File: src/rtl/alu_result_buffer.sv
// Two-entry result FIFO between the ALU and writeback, with operand forwarding.
// Define ALU_RESULT_BUF_OVF_CNT_EN to build the saturating overflow-flag counter.
module alu_result_buffer #(
  parameter int RD_W = 5
) (
  input  logic            clk,
  input  logic            reset_n,
  input  logic            in_valid,
  output logic            in_ready,
  input  logic [31:0]     in_result,
  input  logic            in_carry,
  input  logic            in_over,
  input  logic            in_zero,
  input  logic [RD_W-1:0] in_rd,
  output logic            out_valid,
  input  logic            out_ready,
  output logic [31:0]     out_result,
  output logic            out_carry,
  output logic            out_over,
  output logic            out_zero,
  output logic [RD_W-1:0] out_rd,
  input  logic [RD_W-1:0] fwd_rs,
  output logic            fwd_hit,
  output logic [31:0]     fwd_data,
  input  logic            ovf_clr,
  output logic [15:0]     ovf_count
);

  typedef enum logic [1:0] {
    EMPTY = 2'd0,
    ONE   = 2'd1,
    FULL  = 2'd2
  } state_e;

  typedef struct packed {
    logic [31:0]     result;
    logic            carry;
    logic            over;
    logic            zero;
    logic [RD_W-1:0] rd;
  } entry_t;

  state_e state_q, state_d;
  entry_t head_q, head_d;
  entry_t tail_q, tail_d;
  entry_t in_entry;
  logic   push, pop;
  logic   hit_head, hit_tail;
  logic   rs_nonzero;

  assign in_entry  = '{result: in_result, carry: in_carry, over: in_over,
                       zero: in_zero, rd: in_rd};
  assign in_ready  = (state_q != FULL);
  assign out_valid = (state_q != EMPTY);
  assign push      = in_valid && in_ready;
  assign pop       = out_valid && out_ready;

  always_comb begin
    // NOTE: every always_comb target gets a default first so no path leaves it unassigned (no latch).
    state_d = state_q;
    head_d  = head_q;
    tail_d  = tail_q;
    unique case (state_q)
      EMPTY: begin
        if (push) begin
          head_d  = in_entry;
          state_d = ONE;
        end
      end
      ONE: begin
        unique case ({push, pop})
          2'b10: begin
            tail_d  = in_entry;
            state_d = FULL;
          end
          2'b01: begin
            head_d  = '0;
            state_d = EMPTY;
          end
          2'b11: head_d = in_entry;
          default: ;
        endcase
      end
      FULL: begin
        if (pop) begin
          head_d  = tail_q;
          tail_d  = '0;
          state_d = ONE;
        end
      end
      default: state_d = EMPTY;
    endcase
  end

  // NOTE: the two entries are plain flops, so they take the async reset too; a RAM-style array would not.
  always_ff @(posedge clk or negedge reset_n) begin
    if (!reset_n) begin
      state_q <= EMPTY;
      head_q  <= '0;
      tail_q  <= '0;
    end else begin
      // NOTE: sequential state uses non-blocking assignments so all flops see pre-edge values.
      state_q <= state_d;
      head_q  <= head_d;
      tail_q  <= tail_d;
    end
  end

  assign out_result = out_valid ? head_q.result : '0;
  assign out_carry  = out_valid ? head_q.carry  : 1'b0;
  assign out_over   = out_valid ? head_q.over   : 1'b0;
  assign out_zero   = out_valid ? head_q.zero   : 1'b0;
  assign out_rd     = out_valid ? head_q.rd     : '0;

  // The tail is always the younger entry, so it takes priority on a double match.
  assign rs_nonzero = (fwd_rs != '0);
  assign hit_head   = out_valid && rs_nonzero && (head_q.rd == fwd_rs);
  assign hit_tail   = (state_q == FULL) && rs_nonzero && (tail_q.rd == fwd_rs);
  assign fwd_hit    = hit_head || hit_tail;
  assign fwd_data   = hit_tail ? tail_q.result :
                      hit_head ? head_q.result : '0;

`ifdef ALU_RESULT_BUF_OVF_CNT_EN
  logic [15:0] ovf_count_q;

  always_ff @(posedge clk or negedge reset_n) begin
    if (!reset_n) begin
      ovf_count_q <= '0;
    end else if (ovf_clr) begin
      ovf_count_q <= '0;
    end else if (push && in_over && (ovf_count_q != 16'hFFFF)) begin
      ovf_count_q <= ovf_count_q + 16'd1;
    end
  end

  assign ovf_count = ovf_count_q;
`else
  logic unused_ovf_clr;

  assign unused_ovf_clr = ovf_clr;
  assign ovf_count      = '0;
`endif

endmodule

File: config.mk
export PLATFORM = sky130hd
export DESIGN_NAME = alu_result_buffer
export DESIGN_NICKNAME = d
export VERILOG_FILES = /design/src/rtl/alu_result_buffer.sv
export SDC_FILE = /design/constraint.sdc
export NUM_CORES = 1
export LEC_CHECK = 0
export ABC_AREA = 1
export BUFFER_PORTS_ARGS = -buffer_cell sky130_fd_sc_hd__clkbuf_2
export CAP_MARGIN = 20
export CELL_PAD_IN_SITES_DETAIL_PLACEMENT = 2
export CELL_PAD_IN_SITES_GLOBAL_PLACEMENT = 2
export CORE_MARGIN = 1.5
export CORE_UTILIZATION = 25
export DETAILED_ROUTE_END_ITERATION = 8
export PLACE_DENSITY_LB_ADDON = 0.1
export SLEW_MARGIN = 25
export SYNTH_ARGS = -nofsm -noshare
export SYNTH_HDL_FRONTEND = slang
export SYNTH_SLANG_ARGS = --single-unit
File: constraint.sdc
create_clock -name clk -period 1.6 [get_ports clk]
set_input_delay 0.08 -clock clk [delete_from_list [all_inputs] [get_ports clk]]
set_output_delay 0.08 -clock clk [all_outputs]
set_load 0.01 [all_outputs]
==> flow_metrics.env, run 1 <==
export IMPL_dominantRegCellSynth="dfrtp_1"
export IMPL_clk_pin_slew_ps=60
export IMPL_die_x_um=142
export IMPL_cts_max_level=3
export IMPL_finalHoldViolCount=0
export IMPL_register_area_mm2=0.00205
export IMPL_regToRegEndpoint="head_q[19]$_DFFE_PN0P_"
export IMPL_die_y_um=142
export IMPL_cp_arrival_ps=2160
export IMPL_r2r_cells=14
export IMPL_p_per_area_mw_per_mm2=2310
export IMPL_avgRoutedWirePerCell_um=22.8
export IMPL_syn_area_mm2=0.00485
export IMPL_yosys_top_cells_area="dfrtp_1 (42%), nand2_1 (23%), o21ai_0 (7.5%)"
export IMPL_vias=5833
export IMPL_gp_congestion=0.781
export IMPL_drive_gt1_frac=0.484
export IMPL_die_area_mm2=0.0202
export IMPL_async_reset_ff_frac=1.00
export IMPL_nets=1016
export IMPL_viasPerCell=4.76
export IMPL_vdd_ir_drop_max_uv=929
export IMPL_synth_seq_cells=82
export IMPL_tightest_slew_ps=519
export IMPL_hold_slack_ps=5.71
export IMPL_fillers=2042
export IMPL_multi_input_area_mm2=0.00312
export IMPL_ant_nets=0
export IMPL_core_mm2=0.0188
export IMPL_synth_top_cell_area_share=0.423
export IMPL_synth_most_common_cell="nand2_1"
export IMPL_regToRegSetupSlack_ps=-580
export IMPL_path_class="reg2out"
export IMPL_clock_fmax_mhz=447
export IMPL_rsz0062_at_grt="true"
export IMPL_critPathLaunchType="register"
export IMPL_netlist_instances=720
export IMPL_dpl_worst_slack_ps=-274
export IMPL_ys_top_cells_by_count="nand2_1 (293), inv_1 (96), dfrtp_1 (82), o21ai_0 (73), nor2_1 (52)"
export IMPL_fin_crit_sh=1.40
export IMPL_grt_pass1_wl_um=40800
export IMPL_syn_to_final_growth_pct=87.0
export IMPL_crit_fanout=8
export IMPL_grt_overflow_total=0
export IMPL_grt_max_degree=83
export IMPL_hpwl_um=12700
export IMPL_syn_avg_cell_area_um2=6.73
export IMPL_outcome="finished with violations"
export IMPL_hold_path_class="in2reg"
export IMPL_place_inst=1098
export IMPL_seq_area_frac_synth=0.423
export IMPL_cp_end_kind="primary output"
export IMPL_min_delay_worst_endpoint="tail_q[0]$_DFFE_PN0P_"
export IMPL_antenna_found_initial=0
export IMPL_drt_first_iter_violations=222
export IMPL_critPathRequiredTime_ps=1520
export IMPL_p_leak_nw=4.64
export IMPL_clk_latency_ps=350
export IMPL_yosys_warnings=0
export IMPL_slew_headroom=0.654
export IMPL_grtUsageTotal=0.275
export IMPL_drt_pass1_iter_count=5
export IMPL_violations="setup timing"
export IMPL_synth_edff_count=0
export IMPL_maxSlewViolCount=0
export IMPL_placementRows=50
export IMPL_numCtsBuffers=9
export IMPL_grt_pass1_vias=6676
export IMPL_setup_ws_ps=-637
export IMPL_io_pins=141
export IMPL_synth_cell_type_count=24
export IMPL_cts_max_path_buffers=2
export IMPL_fin_cells=1226
export IMPL_cts_tree="done"
export IMPL_min_path_cells=3
export IMPL_fin_worst_skew_ps=7.87
export IMPL_drt_total_wl_um=27900
export IMPL_synth_area_leader_cell="dfrtp_1"
export IMPL_finalSetupViolCount=157
export IMPL_n_antenna_cell=0
export IMPL_placement_io_buffers=123
export IMPL_initial_core_util=0.257
export IMPL_drc=0
export IMPL_min_from="in_rd[0]"
export IMPL_r2r_start="state_q[0]$_DFFE_PN0P_"
export IMPL_fin_crit_ps=2240
export IMPL_drv_cap=0
export IMPL_cts_root_buffer="clkbuf_16"
export IMPL_cts_sinks=82
area by class of cell:
cell class | instances | share of cell area
Tap cell | 260 | 0.0359
Clock buffer | 11 | 0.0279
Clock inverter | 5 | 0.00580
Multi-Input combinational cell | 500 | 0.344
Inverter | 99 | 0.0424
Timing Repair Buffer | 269 | 0.317
Sequential cell | 82 | 0.227
per-stage QoR:
stage / total power (W) / instance area [um^2] / setup TNS, ps / util
floorplan: 0.00751 / 4910 / 0 / -
global placement: 0.0101 / 5990 / -8570 / 0.318
detailed placement: 0.0105 / 5990 / -21360 / 0.318
CTS: 0.0200 / 8730 / -63260 / 0.464
global route: 0.0220 / 9060 / -83580 / 0.481
finish: 0.0210 / 9060 / -75610 / 0.481
layer usage:
metal / part of all wire / GRT usage
met1: 0.40 / 0.321
met3: 0.041 / 0.0380
met4: 0.028 / 0.115
met2: 0.53 / 0.504
met5: 0 / 0
what timing repair did:
action	CTS	global route
hold buffers	37	0
pin swaps	69	52
endpoints found under the hold margin	118	0
setup buffers	46	7
cloned	27	5
endpoints found under the setup margin	155	157
resized for setup	336	102
registers in the layout, indices dropped and copies added, names as in the netlist:
| register | count |
|---|---|
| head_q | 40 |
| tail_q | 40 |
| state_q | 2 |
logic make-up after synthesis:
kind of cell | share of synthesized area
fa+ha+maj | 0.0129
flops | 0.423
buf+inv | 0.145
simple gates | 0.310
xor+xnor | 0.00362
compound gates | 0.104
other cells | 0.000774
worst max-delay path by stage:
stage / startpoint / to / slack (ps) / depth (start not counted)
after global placement: state_q[0]$_DFFE_PN0P_ / fwd_data[3] / -190 / 10
after floorplan: state_q[1]$_DFFE_PN0P_ / head_q[22]$_DFFE_PN0P_ / 4 / 12
after detailed placement: state_q[0]$_DFFE_PN0P_ / fwd_data[7] / -270 / 10
final: state_q[0]$_DFFE_PN0P_ / fwd_data[20] / -640 / 11
after CTS: state_q[0]$_DFFE_PN0P_ / fwd_data[5] / -500 / 12
after global routing: state_q[0]$_DFFE_PN0P_ / fwd_data[20] / -710 / 11
report_power, final:
group          internal [W]  switching [W]
clock network       0.00129       0.000951
registers           0.00306       0.000881
logic               0.00703        0.00774
total                0.0114        0.00957
layout by cell type, fill, tap and decap left out, drive strengths merged:
cell           n
clkinv         4
bufbuf         2
ha             5
a21oi          2
nand3         38
xor2           2
nand2        294
buf          141
clkinvlp       1
inv           98
bufinv         1
o21ai         86
dfrtp         82
dlygate4sd3   37
o211ai         1
conb          16
clkbuf       100
nor2          54
a22oi          1
o21bai         1
worst max-delay path: stages (launching register included):
cell and delay (ps):
dfrtp_1 380, inv_2 90, buf_12 140, ha_4 170
a21oi_2 120, nand3_2 110, nor2_4 170, buf_12 160
buf_12 150, nand3_2 90, nand2_1 80, buf_2 130
No activity file was read; power rests on OpenSTA's default activity.
==> run 2, diff against run 1 <==
--- a/config.mk
+++ b/config.mk
@@ -14,6 +14,7 @@
 export CORE_UTILIZATION = 25
 export DETAILED_ROUTE_END_ITERATION = 8
 export PLACE_DENSITY_LB_ADDON = 0.1
+export SKIP_LAST_GASP = 1
 export SLEW_MARGIN = 25
 export SYNTH_ARGS = -nofsm -noshare
 export SYNTH_HDL_FRONTEND = slang
==> flow_metrics.env, run 2 (synthesis gave the netlist of run 1 again) <==
export IMPL_design_area_mm2=0.00905
export IMPL_cts_max_level=3
export IMPL_drc=0
export IMPL_rsz0062_at_grt="true"
export IMPL_setup_ws_ps=-660
export IMPL_p_per_area_mw_per_mm2=2380
export IMPL_maxSlewViolCount=0
export IMPL_cp_end_kind="primary output"
export IMPL_min_path_cells=3
export IMPL_placedInstanceArea_mm2=0.00599
export IMPL_reg_top3="head_q x40, tail_q x40, state_q x2"
export IMPL_gp_congestion=0.781
export IMPL_nets=1021
export IMPL_drt_first_iter_violations=215
export IMPL_layout_common_cells="nand2_1 (237), inv_1 (94), clkbuf_2 (91), dfrtp_1 (80), o21ai_2 (54)"
export IMPL_grt_pass1_wl_um=40900
export IMPL_outcome="finished with violations"
export IMPL_drt_pass1_iter_count=4
export IMPL_violations="setup timing"
export IMPL_dpl_worst_slack_ps=-274
export IMPL_cp_cell_sequence="inv_2 -> ha_4 -> o21ai_2 -> nor2_2 -> buf_4 -> nand3_4 -> clkbuf_16 -> nand3_2 -> nand2_2 -> buf_6"
export IMPL_hold_path_class="in2reg"
export IMPL_path_class="reg2out"
export IMPL_syn_to_final_growth_pct=86.8
export IMPL_setup_tns_ps=-70510
export IMPL_regToRegSetupSlack_ps=-650
export IMPL_fillers=2040
export IMPL_cp_slowest_cell="dfrtp_1"
export IMPL_viasPerCell=4.81
export IMPL_clock_fmax_mhz=443
export IMPL_register_area_mm2=0.00205
export IMPL_drv_cap=0
export IMPL_io_pins=141
export IMPL_fin_crit_ps=2260
export IMPL_drive_gt1_frac=0.468
export IMPL_clk_pin_slew_ps=60
export IMPL_grt_pass1_vias=6612
export IMPL_core_mm2=0.0188
export IMPL_tightest_slew_ps=531
export IMPL_regToRegEndpoint="head_q[18]$_DFFE_PN0P_"
export IMPL_die_area_mm2=0.0202
export IMPL_ant_nets=0
export IMPL_critPathLaunchType="register"
export IMPL_crit_fanout=9
export IMPL_avgRoutedWirePerCell_um=23.9
export IMPL_min_from="in_result[27]"
export IMPL_min_delay_worst_endpoint="tail_q[35]$_DFFE_PN0P_"
export IMPL_placementRows=50
export IMPL_fin_crit_sh=1.41
export IMPL_cts_root_buffer="clkbuf_16"
export IMPL_clk_latency_ps=360
export IMPL_grt_overflow_total=0
export IMPL_vdd_ir_drop_max_uv=855
export IMPL_mostFrequentLayoutCell="nand2_1"
export IMPL_initial_core_util=0.257
export IMPL_placement_io_buffers=123
export IMPL_antenna_found_initial=0
export IMPL_grt_max_degree=83
export IMPL_grtUsageTotal=0.276
export IMPL_fin_worst_skew_ps=9.63
export IMPL_finalSetupViolCount=157
export IMPL_cts_tree="done"
export IMPL_p_leak_nw=4.66
export IMPL_cts_max_path_buffers=2
export IMPL_vias=5921
export IMPL_cts_sinks=82
export IMPL_multi_input_area_mm2=0.00302
export IMPL_drt_total_wl_um=29500
export IMPL_die_y_um=142
export IMPL_hold_slack_ps=15.4
export IMPL_die_x_um=142
export IMPL_slew_headroom=0.646
export IMPL_numCtsBuffers=9
export IMPL_r2r_cells=14
export IMPL_finalHoldViolCount=0
export IMPL_cp_arrival_ps=2180
export IMPL_r2r_start="state_q[0]$_DFFE_PN0P_"
export IMPL_critPathRequiredTime_ps=1520
export IMPL_hpwl_um=12700
export IMPL_n_antenna_cell=0
export IMPL_max_stage_delay_ps=390
[run 2: repair_timing]
| item | in CTS | in global routing |
|---|---|---|
| hold buffers | 38 | 0 |
| gates resized for setup | 318 | 97 |
| endpoints found under the setup margin | 155 | 157 |
| pin swaps | 69 | 38 |
| cloned | 27 | 6 |
| setup buffers | 46 | 12 |
| hold endpoints to repair | 119 | 0 |
[run 2: worst max-delay path by stage]
stage | to | startpoint | depth (start not counted)
after floorplan | head_q[22]$_DFFE_PN0P_ | state_q[1]$_DFFE_PN0P_ | 12
after global placement | fwd_data[3] | state_q[0]$_DFFE_PN0P_ | 10
after detailed placement | fwd_data[7] | state_q[0]$_DFFE_PN0P_ | 10
after CTS | fwd_data[5] | state_q[0]$_DFFE_PN0P_ | 12
after global routing | fwd_data[5] | state_q[0]$_DFFE_PN0P_ | 11
final | fwd_data[5] | state_q[0]$_DFFE_PN0P_ | 10
[run 2: layer usage]
metal,track usage,part of all wire,vias up
met5,0,0,-
met4,0.113,0.037,0
met3,0.0370,0.044,61
met2,0.495,0.52,189
met1,0.332,0.40,3022
li1,-,-,2649
[run 2: power by group]
| group | total, W | internal [W] | leakage [nW] | switching [W] |
|---|---|---|---|---|
| Combinational | 0.0153 | 0.00736 | 3.48 | 0.00794 |
| Clock | 0.00224 | 0.00129 | 0.151 | 0.000953 |
| Sequential | 0.00398 | 0.00306 | 1.03 | 0.000915 |
| Total | 0.0215 | 0.0117 | 4.66 | 0.00980 |
[run 2: cell type report]
cell class,instances,share of cell area
multi-input combinational,500,0.334
tap,260,0.0359
sequential,82,0.227
clock buffer,11,0.0279
clock inverter,5,0.00580
inverter,99,0.0424
timing repair buffer,274,0.327
[run 2: worst max-delay path, delay by kind of cell (launching register included)]
| kind | cells | cell delay [ps] |
|---|---|---|
| fa+ha+maj | 1 | 170 |
| compound gates | 1 | 60 |
| simple gates | 4 | 520 |
| flops | 1 | 390 |
| buf+inv | 4 | 660 |
[run 2: stage by stage]
stage | power, W | utilization | cells
finish | 0.0215 | 0.481 | 1231
global route | 0.0225 | 0.481 | 1231
CTS | 0.0198 | 0.461 | 1221
detailed placement | 0.0105 | 0.318 | 1098
global placement | 0.0101 | 0.318 | 1098
floorplan | 0.00751 | - | 735
==> run 3, diff against run 2 <==
--- a/config.mk
+++ b/config.mk
@@ -13,6 +13,7 @@
 export CORE_MARGIN = 1.5
 export CORE_UTILIZATION = 25
 export DETAILED_ROUTE_END_ITERATION = 8
+export GPL_TIMING_DRIVEN = 0
 export PLACE_DENSITY_LB_ADDON = 0.1
 export SKIP_LAST_GASP = 1
 export SLEW_MARGIN = 25
==> flow_metrics.env, run 3 (synthesis gave the netlist of run 1 again) <==
export IMPL_clock_fmax_mhz=433
export IMPL_p_per_area_mw_per_mm2=2350
export IMPL_cts_tree="done"
export IMPL_placedInstanceArea_mm2=0.00589
export IMPL_syn_to_final_growth_pct=99.5
export IMPL_gp_congestion=0.788
export IMPL_p_int_w=0.0121
export IMPL_clk_latency_ps=360
export IMPL_cp_num_buf_inv=5
export IMPL_vias=5811
export IMPL_cp_slowest_cell="dfrtp_1"
export IMPL_multi_input_area_mm2=0.00355
export IMPL_hold_slack_ps=-11.3
export IMPL_drt_first_iter_violations=177
export IMPL_min_from="in_result[16]"
export IMPL_register_area_mm2=0.00205
export IMPL_crit_fanout=5
export IMPL_fin_crit_sh=1.44
export IMPL_cts_root_buffer="clkbuf_16"
export IMPL_switching_share=0.469
export IMPL_rsz0062_at_grt="true"
export IMPL_min_path_cells=3
export IMPL_min_delay_worst_endpoint="tail_q[24]$_DFFE_PN0P_"
export IMPL_regToRegEndpoint="tail_q[0]$_DFFE_PN0P_"
export IMPL_setup_ws_ps=-711
export IMPL_fillers=1988
export IMPL_antenna_found_initial=0
export IMPL_outcome="finished with violations"
export IMPL_design_area_mm2=0.00967
export IMPL_grt_max_degree=46
export IMPL_place_inst=1119
export IMPL_n_antenna_cell=0
export IMPL_critPathLaunchType="register"
export IMPL_core_mm2=0.0188
export IMPL_reg_top3="head_q x40, tail_q x40, state_q x2"
export IMPL_placement_io_buffers=123
export IMPL_r2r_start="state_q[1]$_DFFE_PN0P_"
export IMPL_io_pins=141
export IMPL_cp_arrival_ps=2230
export IMPL_drive_gt1_frac=0.553
export IMPL_cts_max_level=3
export IMPL_drc=0
export IMPL_clockPowerShare=0.106
export IMPL_critPathRequiredTime_ps=1520
export IMPL_drt_total_wl_um=28600
export IMPL_placementRows=50
export IMPL_mostFrequentLayoutCell="nand2_1"
export IMPL_vdd_ir_drop_max_uv=923
export IMPL_grtUsageTotal=0.251
export IMPL_p_comb_frac=0.715
export IMPL_hold_path_class="in2reg"
export IMPL_r2r_cells=12
export IMPL_drv_cap=0
export IMPL_cts_sinks=82
export IMPL_crit_family="simple AND/OR/NAND/NOR gates"
export IMPL_grt_pass1_wl_um=37700
export IMPL_finalHoldViolCount=1
export IMPL_max_stage_delay_ps=420
export IMPL_ant_nets=0
export IMPL_avgRoutedWirePerCell_um=23.1
export IMPL_maxSlewViolCount=0
export IMPL_die_y_um=142
export IMPL_path_class="reg2out"
export IMPL_die_x_um=142
export IMPL_cts_max_path_buffers=2
export IMPL_layout_common_cells="nand2_1 (143), inv_1 (93), nand2_2 (85), buf_6 (81), dfrtp_1 (81)"
export IMPL_hpwl_um=13400
export IMPL_nets=1029
export IMPL_fin_cells=1238
export IMPL_cp_end_kind="primary output"
export IMPL_sequentialPowerShare=0.179
export IMPL_cp_cell_sequence="inv_1 -> nand2_1 -> nand3_1 -> nor2_2 -> inv_1 -> nor2_4 -> buf_12 -> buf_8 -> nand2_1 -> nand2_2 -> buf_6"
export IMPL_clk_pin_slew_ps=60
export IMPL_regToRegSetupSlack_ps=-540
export IMPL_numCtsBuffers=9
export IMPL_initial_core_util=0.257
export IMPL_fin_worst_skew_ps=11.0
export IMPL_drt_pass1_iter_count=4
export IMPL_grt_pass1_vias=6474
export IMPL_die_area_mm2=0.0202
export IMPL_grt_overflow_total=0
export IMPL_viasPerCell=4.69
export IMPL_violations="hold timing, setup timing"
export IMPL_finalSetupViolCount=156
export IMPL_p_leak_nw=4.93
export IMPL_fin_crit_ps=2310
export IMPL_switching_power_w=0.0106
==> run 3: changes by cell type in the layout (fill, tap and decap cells not counted), sizes merged <==
| cell | previous run | this run |
|---|---|---|
| bufbuf | 2 | 0 |
| bufinv | 1 | 2 |
| clkbuf | 109 | 75 |
| buf | 136 | 187 |
| clkinv | 4 | 1 |
| clkinvlp | 1 | 0 |
| dlygate4sd3 | 38 | 33 |
==> run 3: final cells by class <==
class	instances	share of cell area
Clock inverter	2	0.00621
Multi-Input combinational cell	500	0.367
Inverter	99	0.0397
Sequential cell	82	0.212
Timing Repair Buffer	238	0.256
Clock buffer	13	0.0269
Buffer	44	0.0584
Tap cell	260	0.0337
==> run 3: repair_timing <==
action / in CTS / in global routing
setup endpoints to repair: 155 / 156
setup buffers: 47 / 27
endpoints found under the hold margin: 68 / 1
hold buffers: 32 / 1
resized for setup: 365 / 414
gates cloned: 21 / 3
pin swaps: 46 / 101
==> run 3: metal layers <==
| layer | part of all wire | GRT usage |
|---|---|---|
| met5 | 0 | 0 |
| met2 | 0.54 | 0.458 |
| met1 | 0.41 | 0.302 |
| met4 | 0.021 | 0.0836 |
| met3 | 0.030 | 0.0367 |
==> run 3: through the flow <==
| stage | total power, W | setup TNS (ps) | setup WS (ps) | util |
|---|---|---|---|---|
| 6_report | 0.0227 | -65800 | -711 | 0.513 |
| 5_1_grt | 0.0237 | -74220 | -773 | 0.513 |
| 4_1_cts | 0.0194 | -55270 | -510 | 0.452 |
| 3_5_place_dp | 0.0100 | -55800 | -632 | 0.313 |
| 3_3_place_gp | 0.00965 | -103910 | -726 | 0.311 |
| 2_1_floorplan | 0.00751 | 0 | 3.72 | - |
==> run 3: worst reg2reg max path, delay by kind of cell (launching register included) <==
family | cells | cell delay [ps]
buffers and inverters | 5 | 750
flip-flops | 1 | 460
AND/OR/NAND/NOR | 4 | 430
AO/OA/AOI/OAI | 2 | 210
adder cells (fa/ha/maj) | 1 | 160
==> run 3: worst max path at each step <==
stage	from	end	slack, ps	cells past startpoint
global route	tail_q[0]$_DFFE_PN0P_	fwd_data[25]	-770	11
global placement	reset_n	head_q[17]$_DFFE_PN0P_	-730	1
CTS	state_q[0]$_DFFE_PN0P_	fwd_data[16]	-510	11
floorplan	state_q[1]$_DFFE_PN0P_	head_q[22]$_DFFE_PN0P_	4	12
detailed placement	state_q[1]$_DFFE_PN0P_	out_result[25]	-630	7
finish	tail_q[0]$_DFFE_PN0P_	fwd_data[25]	-710	11
==> run 3: power groups by stage <==
stage | Sequential (W) | Combinational (W) | Clock (W)
2_1_floorplan | 0.00354 | 0.00397 | 0
3_3_place_gp | 0.00365 | 0.00599 | 0
3_5_place_dp | 0.00373 | 0.00628 | 0
4_1_cts | 0.00375 | 0.0133 | 0.00239
5_1_grt | 0.00415 | 0.0170 | 0.00250
6_report | 0.00407 | 0.0162 | 0.00241
